## config.mk

```make
export PLATFORM = sky130hd
export DESIGN_NAME = raster_framer
export DESIGN_NICKNAME = d
export VERILOG_FILES = /design/src/rtl/framer_pkg.sv /design/src/rtl/raster_framer_sat_counter.sv /design/src/rtl/raster_framer.sv
export SDC_FILE = /design/constraint.sdc
export NUM_CORES = 1
export LEC_CHECK = 0
export BUFFER_PORTS_ARGS = -buffer_cell sky130_fd_sc_hd__buf_2
export CAP_MARGIN = 20
export CORE_ASPECT_RATIO = 0.5
export CORE_MARGIN = 2
export CORE_UTILIZATION = 50
export DETAILED_ROUTE_END_ITERATION = 6
export PLACE_DENSITY = 0.82
export SYNTH_ARGS = -nofsm -noshare
export SYNTH_HDL_FRONTEND = slang
export SYNTH_SLANG_ARGS = --single-unit
```

## constraint.sdc

```tcl
create_clock -name clk -period 2.6 [get_ports clk]
set_input_delay 0.26 -clock clk [delete_from_list [all_inputs] [get_ports clk]]
set_output_delay 0.26 -clock clk [all_outputs]
set_load 0.03 [all_outputs]
```

## src/rtl/framer_pkg.sv

```systemverilog
// Shared framing definitions: FSM state encoding, pass_out sideband bit map and default line width.
// The filter chain's pass decoders import this package too.
package framer_pkg;

    typedef enum logic [1:0] {
        SYNC        = 2'd0,
        VBLANK_WAIT = 2'd1,
        LINE        = 2'd2,
        FRAME_GAP   = 2'd3
    } framer_state_e;

    localparam int PASS_W     = 24;
    localparam int PASS_DE    = 0;
    localparam int PASS_SOL   = 1;
    localparam int PASS_EOL   = 2;
    localparam int PASS_SOF   = 3;
    localparam int PASS_EOF   = 4;
    localparam int PASS_TRUNC = 5;

    localparam int DEF_COL = 640;

endpackage

```

## src/rtl/raster_framer_sat_counter.sv

```systemverilog
// Saturating up-counter with synchronous clear; clear together with increment loads 1.
module sat_counter #(
    parameter int W = 13
) (
    input  logic         clk,
    input  logic         rst,
    input  logic         clr,
    input  logic         inc,
    output logic [W-1:0] count
);

    always_ff @(posedge clk) begin
        if (rst) begin
            count <= '0;
        end else if (clr) begin
            count <= inc ? W'(1) : '0;
        end else if (inc && count != '1) begin
            count <= count + W'(1);
        end
    end

endmodule

```

## src/rtl/raster_framer.sv

```systemverilog
// Camera stream framer: turns fval/lval/dval + pixel into registered pixel, x/y coordinates,
// measured line width and the pass_out sideband word, all with one cycle of latency.
module raster_framer #(
    parameter int CW      = 13,
    parameter int DEF_COL = framer_pkg::DEF_COL
) (
    input  logic          clk,
    input  logic          rst,
    input  logic          in_fval,
    input  logic          in_lval,
    input  logic          in_dval,
    input  logic [23:0]   in_pixel,
    output logic [23:0]   pixel_out,
    output logic [CW-1:0] x_count,
    output logic [CW-1:0] y_count,
    output logic [CW-1:0] col,
    output logic [23:0]   pass_out
);
    import framer_pkg::*;

    framer_state_e state, nxt_state;
    logic          fval_q, lval_q, trunc_q;
    logic          lv, fval_rise, lval_rise;
    logic          sof_n, eol_n, eof_n, trunc_n;
    logic          line_start, line_end, in_line, accept, sol_n;
    logic [CW-1:0] x_cnt, y_cnt, x_idx;
    logic [PASS_W-1:0] pass_n;

    assign lv        = in_fval & in_lval;
    assign fval_rise = in_fval & ~fval_q;
    assign lval_rise = lv & ~lval_q;

    always_comb begin
        nxt_state  = state;
        sof_n      = 1'b0;
        eol_n      = 1'b0;
        eof_n      = 1'b0;
        trunc_n    = trunc_q;
        line_start = 1'b0;
        line_end   = 1'b0;
        in_line    = 1'b0;
        case (state)
            SYNC, FRAME_GAP: begin
                if (fval_rise) begin
                    nxt_state = VBLANK_WAIT;
                    sof_n     = 1'b1;
                    trunc_n   = 1'b0;
                end
            end
            VBLANK_WAIT: begin
                if (!in_fval) begin
                    nxt_state = FRAME_GAP;
                    eof_n     = 1'b1;
                end else if (lval_rise) begin
                    nxt_state  = LINE;
                    line_start = 1'b1;
                    in_line    = 1'b1;
                end
            end
            LINE: begin
                // fval dropping mid-line truncates it: col keeps the last good width
                if (!in_fval) begin
                    nxt_state = FRAME_GAP;
                    eol_n     = 1'b1;
                    eof_n     = 1'b1;
                    trunc_n   = 1'b1;
                end else if (!lv) begin
                    nxt_state = VBLANK_WAIT;
                    eol_n     = 1'b1;
                    line_end  = 1'b1;
                end else begin
                    in_line = 1'b1;
                end
            end
            default: nxt_state = SYNC;
        endcase
    end

    // The first pixel may arrive on the lval rising cycle, before x_cnt has been cleared.
    assign accept = in_line & in_dval;
    assign x_idx  = line_start ? '0 : x_cnt;
    assign sol_n  = accept & (line_start | (x_cnt == '0));

    always_comb begin
        pass_n             = '0;
        pass_n[PASS_DE]    = accept;
        pass_n[PASS_SOL]   = sol_n;
        pass_n[PASS_EOL]   = eol_n;
        pass_n[PASS_SOF]   = sof_n;
        pass_n[PASS_EOF]   = eof_n;
        pass_n[PASS_TRUNC] = trunc_n;
    end

    sat_counter #(.W(CW)) u_x_cnt (
        .clk   (clk),
        .rst   (rst),
        .clr   (line_start),
        .inc   (accept),
        .count (x_cnt)
    );

    sat_counter #(.W(CW)) u_y_cnt (
        .clk   (clk),
        .rst   (rst),
        .clr   (sof_n),
        .inc   (line_end),
        .count (y_cnt)
    );

    always_ff @(posedge clk) begin
        if (rst) begin
            state     <= SYNC;
            fval_q    <= 1'b1;  // a frame already running at reset must not look like a rise
            lval_q    <= 1'b1;
            trunc_q   <= 1'b0;
            pixel_out <= '0;
            x_count   <= '0;
            y_count   <= '0;
            col       <= CW'(DEF_COL);
            pass_out  <= '0;
        end else begin
            state    <= nxt_state;
            fval_q   <= in_fval;
            lval_q   <= lv;
            trunc_q  <= trunc_n;
            pass_out <= pass_n;
            if (accept) begin
                pixel_out <= in_pixel;
                x_count   <= x_idx;
                y_count   <= y_cnt;
            end
            if (line_end && x_cnt != '0) begin
                col <= x_cnt;
            end
        end
    end

endmodule

```

==> qor.yml <==
sta:
  slew_viol_final: 0
  min_period_ns: 2.31
  setup_tns_ns: 0
  hold_violations: 0
  setup_slack_ns: 0.287
  rsz0062_at_grt: "false"
  post-route-period-util_pct: 89.0
  timing.fmax_mhz: 432
  worstMarginPinSlew_ns: 0.710
  skew_ns: 0.00955
  finalSetupViolCount: 0
  slew_headroom_pct: 52.5
outcome:
  outcome: "finished clean"
synth:
  seq_area_frac_synth_pct: 47.9
  synth_warnings: 0
  ys_ff_latch: 99
  synth_cells: 493
  synthTopCellsByCount: "107 x nand2_1, 99 x dfxtp_1, 63 x a21oi_1"
  yosysMostFrequentCell: "nand2_1"
  synth_area_leaders: "dfxtp_1 48%, nand2_1 9.7%, a21oi_1 7.6%, buf_4 4.2%, nor2_1 3.5%"
  synth_area_um2: 4140
  ys.flop_type: "dfxtp_1"
  yosysTopAreaCellShare_pct: 47.9
  synth_edf_count: 0
  ys_types: 50
  syn_area_per_cell_um2: 8.40
  synth_area_leader_cell: "dfxtp_1"
  ys_async_sr_fraction_pct: 0
placed_design:
  place_congestion: 0.852
  dp_slack_ns: 0.355
  io_buffers: 97
  place_area_um2: 4590
  hpwlAfterDp_um: 6200
clock_network:
  clkLatencyLatePin_ns: 0.35
  cts_tree: "built"
  clk_pin_slew_ns: 0.06
  numCtsBuffers: 9
  cts_buffer_depth: 2
  cts_setup_buffers: 0
  clock-root-buffer: "clkbuf_16"
  cts-htree-levels: 3
  clkSinkCount: 99
  hold_buffers: 0
  cts-resized-gates: 0
pwr:
  power_density_nw_per_um2: 598
  leakage_nw: 2.01
  p_int_mw: 2.24
  irDropWorstVdd_mv: 0.347
  switching_power_uw: 658
  clockPowerShare_pct: 41.3
  switching_share_pct: 22.7
  power.share.combinational_pct: 5.8
  seqPwrFrac_pct: 52.9
worst_setup_path:
  cp.required_ns: 2.86
  crit_family: "compound AO/OA/AOI/OAI gates"
  worstPathMaxFanout: 42
  cpPeakStageDelay_ns: 0.57
  cp_num_buf_inv: 2
  critPathCaptureType: "register"
  worstSetupPathType: "register to register"
  cp.arrival_ns: 2.57
  crit_chain: "inv_1 -> ha_1 -> nor2b_1 -> o21ai_4 -> buf_4 -> nand2_1 -> a21oi_1"
  slowest_stage: "o21ai_4"
  start_kind: "register"
drt:
  drc_errors: 0
  vias: 3502
  post_drt_wl_per_cell_um: 12.9
  first_pass_iters: 4
  via_per_inst: 5.10
  ant_nets: 0
  wl_um: 8890
  drtIter0Drc: 241
global_route:
  grt_antenna_before_repair: 0
  grt_pass1_vias: 2973
  top_usage_layer: "met2"
  grt_overflow: 0
  use_met2_pct: 32.9
  grt_max_degree: 51
  grt_use_met3_pct: 7.26
  grt_pass1_wl_um: 14000
  use_met1_pct: 23.7
  grt_use_total_pct: 19.4
floorplanning:
  rows: 23
  dieArea_um2: 9070
  core_um2: 8030
  die_h_um: 68.3
  die_width_um: 133
  start_util_pct: 51.6
  ios: 116
final_layout:
  fill_cells: 712
  finalInstanceArea_um2: 4850
  syn_to_final_growth_pct: 17.1
  drive_above_1_share_pct: 21.9
  multi_input_area_um2: 1880
  nets: 607
  insertedDiodeCount: 0
  register_area_um2: 1980
hold_path:
  hold_path.class: "primary input to register"
run:
  maxCapViolations: 0
-- metrics by stage --
stage / cells / power, mW / hold WS [ns] / utilization (%)
global placement: 673 / 1.73 / 0.438 / 57.1
global route: 687 / 3.01 / 0.136 / 60.4
CTS: 687 / 2.92 / 0.141 / 60.4
floorplan: 510 / 1.71 / 0.396 / -
detailed placement: 673 / 1.73 / 0.443 / 57.1
finish: 687 / 2.90 / 0.147 / 60.4
-- worst register-to-register path, cell delays in order (launching register included) --
cell,delay (ns)
dfxtp_1,0.36
inv_1,0.07
ha_1,0.22
nor2b_1,0.18
o21ai_4,0.57
buf_4,0.51
nand2_1,0.11
a21oi_1,0.20
-- cell type report --
cell class	instances	share of cell area (%)
Clock inverter	2	0.284
Clock buffer	12	5.09
Sequential cell	99	40.9
Timing Repair Buffer	104	11.4
Inverter	9	0.697
Multi-Input combinational cell	349	38.8
Tap cell	112	2.89
-- kinds of logic (layout without fill, tap and decap cells) --
kind of cell	after synthesis	count (layout)	share of synthesized area, %
AOI/OAI and AO/OA	84	84	11.7
other	1	18	0.0906
muxes	9	9	2.18
adders and majority gates	6	6	1.81
DFF	99	99	47.9
and+or+nand+nor	217	217	24.7
buffers and inverters	62	127	8.40
xor gates and xnor gates	15	15	3.17
-- registers in the layout, summed over array words and instances, names as in the netlist, named ones only --
name and flops:
u_y_cnt.count 13, pixel_out 24, fval_q 1, lval_q 1
state 2, col 13, x_count 13, y_count 13
u_x_cnt.count 13, pass_out 5
-- worst paths after layout --
path | cells after the start | end | from | slack (ns)
setup / recovery | 7 | pixel_out[22] | state[1] | 0.29
hold / removal | 3 | pixel_out[1] | in_pixel[1] | 0.15
setup reg to reg | 7 | pixel_out[22] | state[1] | 0.29
hold reg to reg | 2 | x_count[3] | x_count[3] | 0.45
-- layout by cell type (no fill, tap or decap), types with 2 or more instances in the layout --
cell,synthesis,routed
nand2_1,107,107
dfxtp_1,99,99
buf_2,7,97
a21oi_1,63,63
nor2_1,39,39
nand3_1,24,24
conb_1,1,18
xnor2_1,10,10
nor4_1,9,9
mux2i_1,9,9
clkbuf_16,0,9
inv_1,8,8
nor3_1,6,6
o21ai_0,6,6
ha_1,6,6
buf_4,23,6
nand4_1,5,5
xor2_1,5,5
nand2b_1,4,4
and4_1,3,3
a211oi_1,3,3
nand3b_1,2,2
and2_1,2,2
a311oi_1,2,2
nand4b_1,2,2
and3_1,2,2
or3_1,2,2
nor4b_1,2,2
o21a_1,2,2
clkbuf_1,14,2
-- metal layers --
layer	share of wire, %	vias to the layer above
met3	4.7	8
li1	-	1781
met4	1.0	0
met5	0	-
met2	49	68
met1	45	1645
-- power groups by stage --
stage                     combinational, mW  clock, mW  sequential (mW)
after detailed placement              0.167          0             1.57
after floorplan                       0.140          0             1.57
after global routing                  0.182       1.29             1.53
after CTS                             0.167       1.22             1.53
after global placement                0.165          0             1.57
final                                 0.167       1.20             1.53
(Power assumes the default switching activity.)
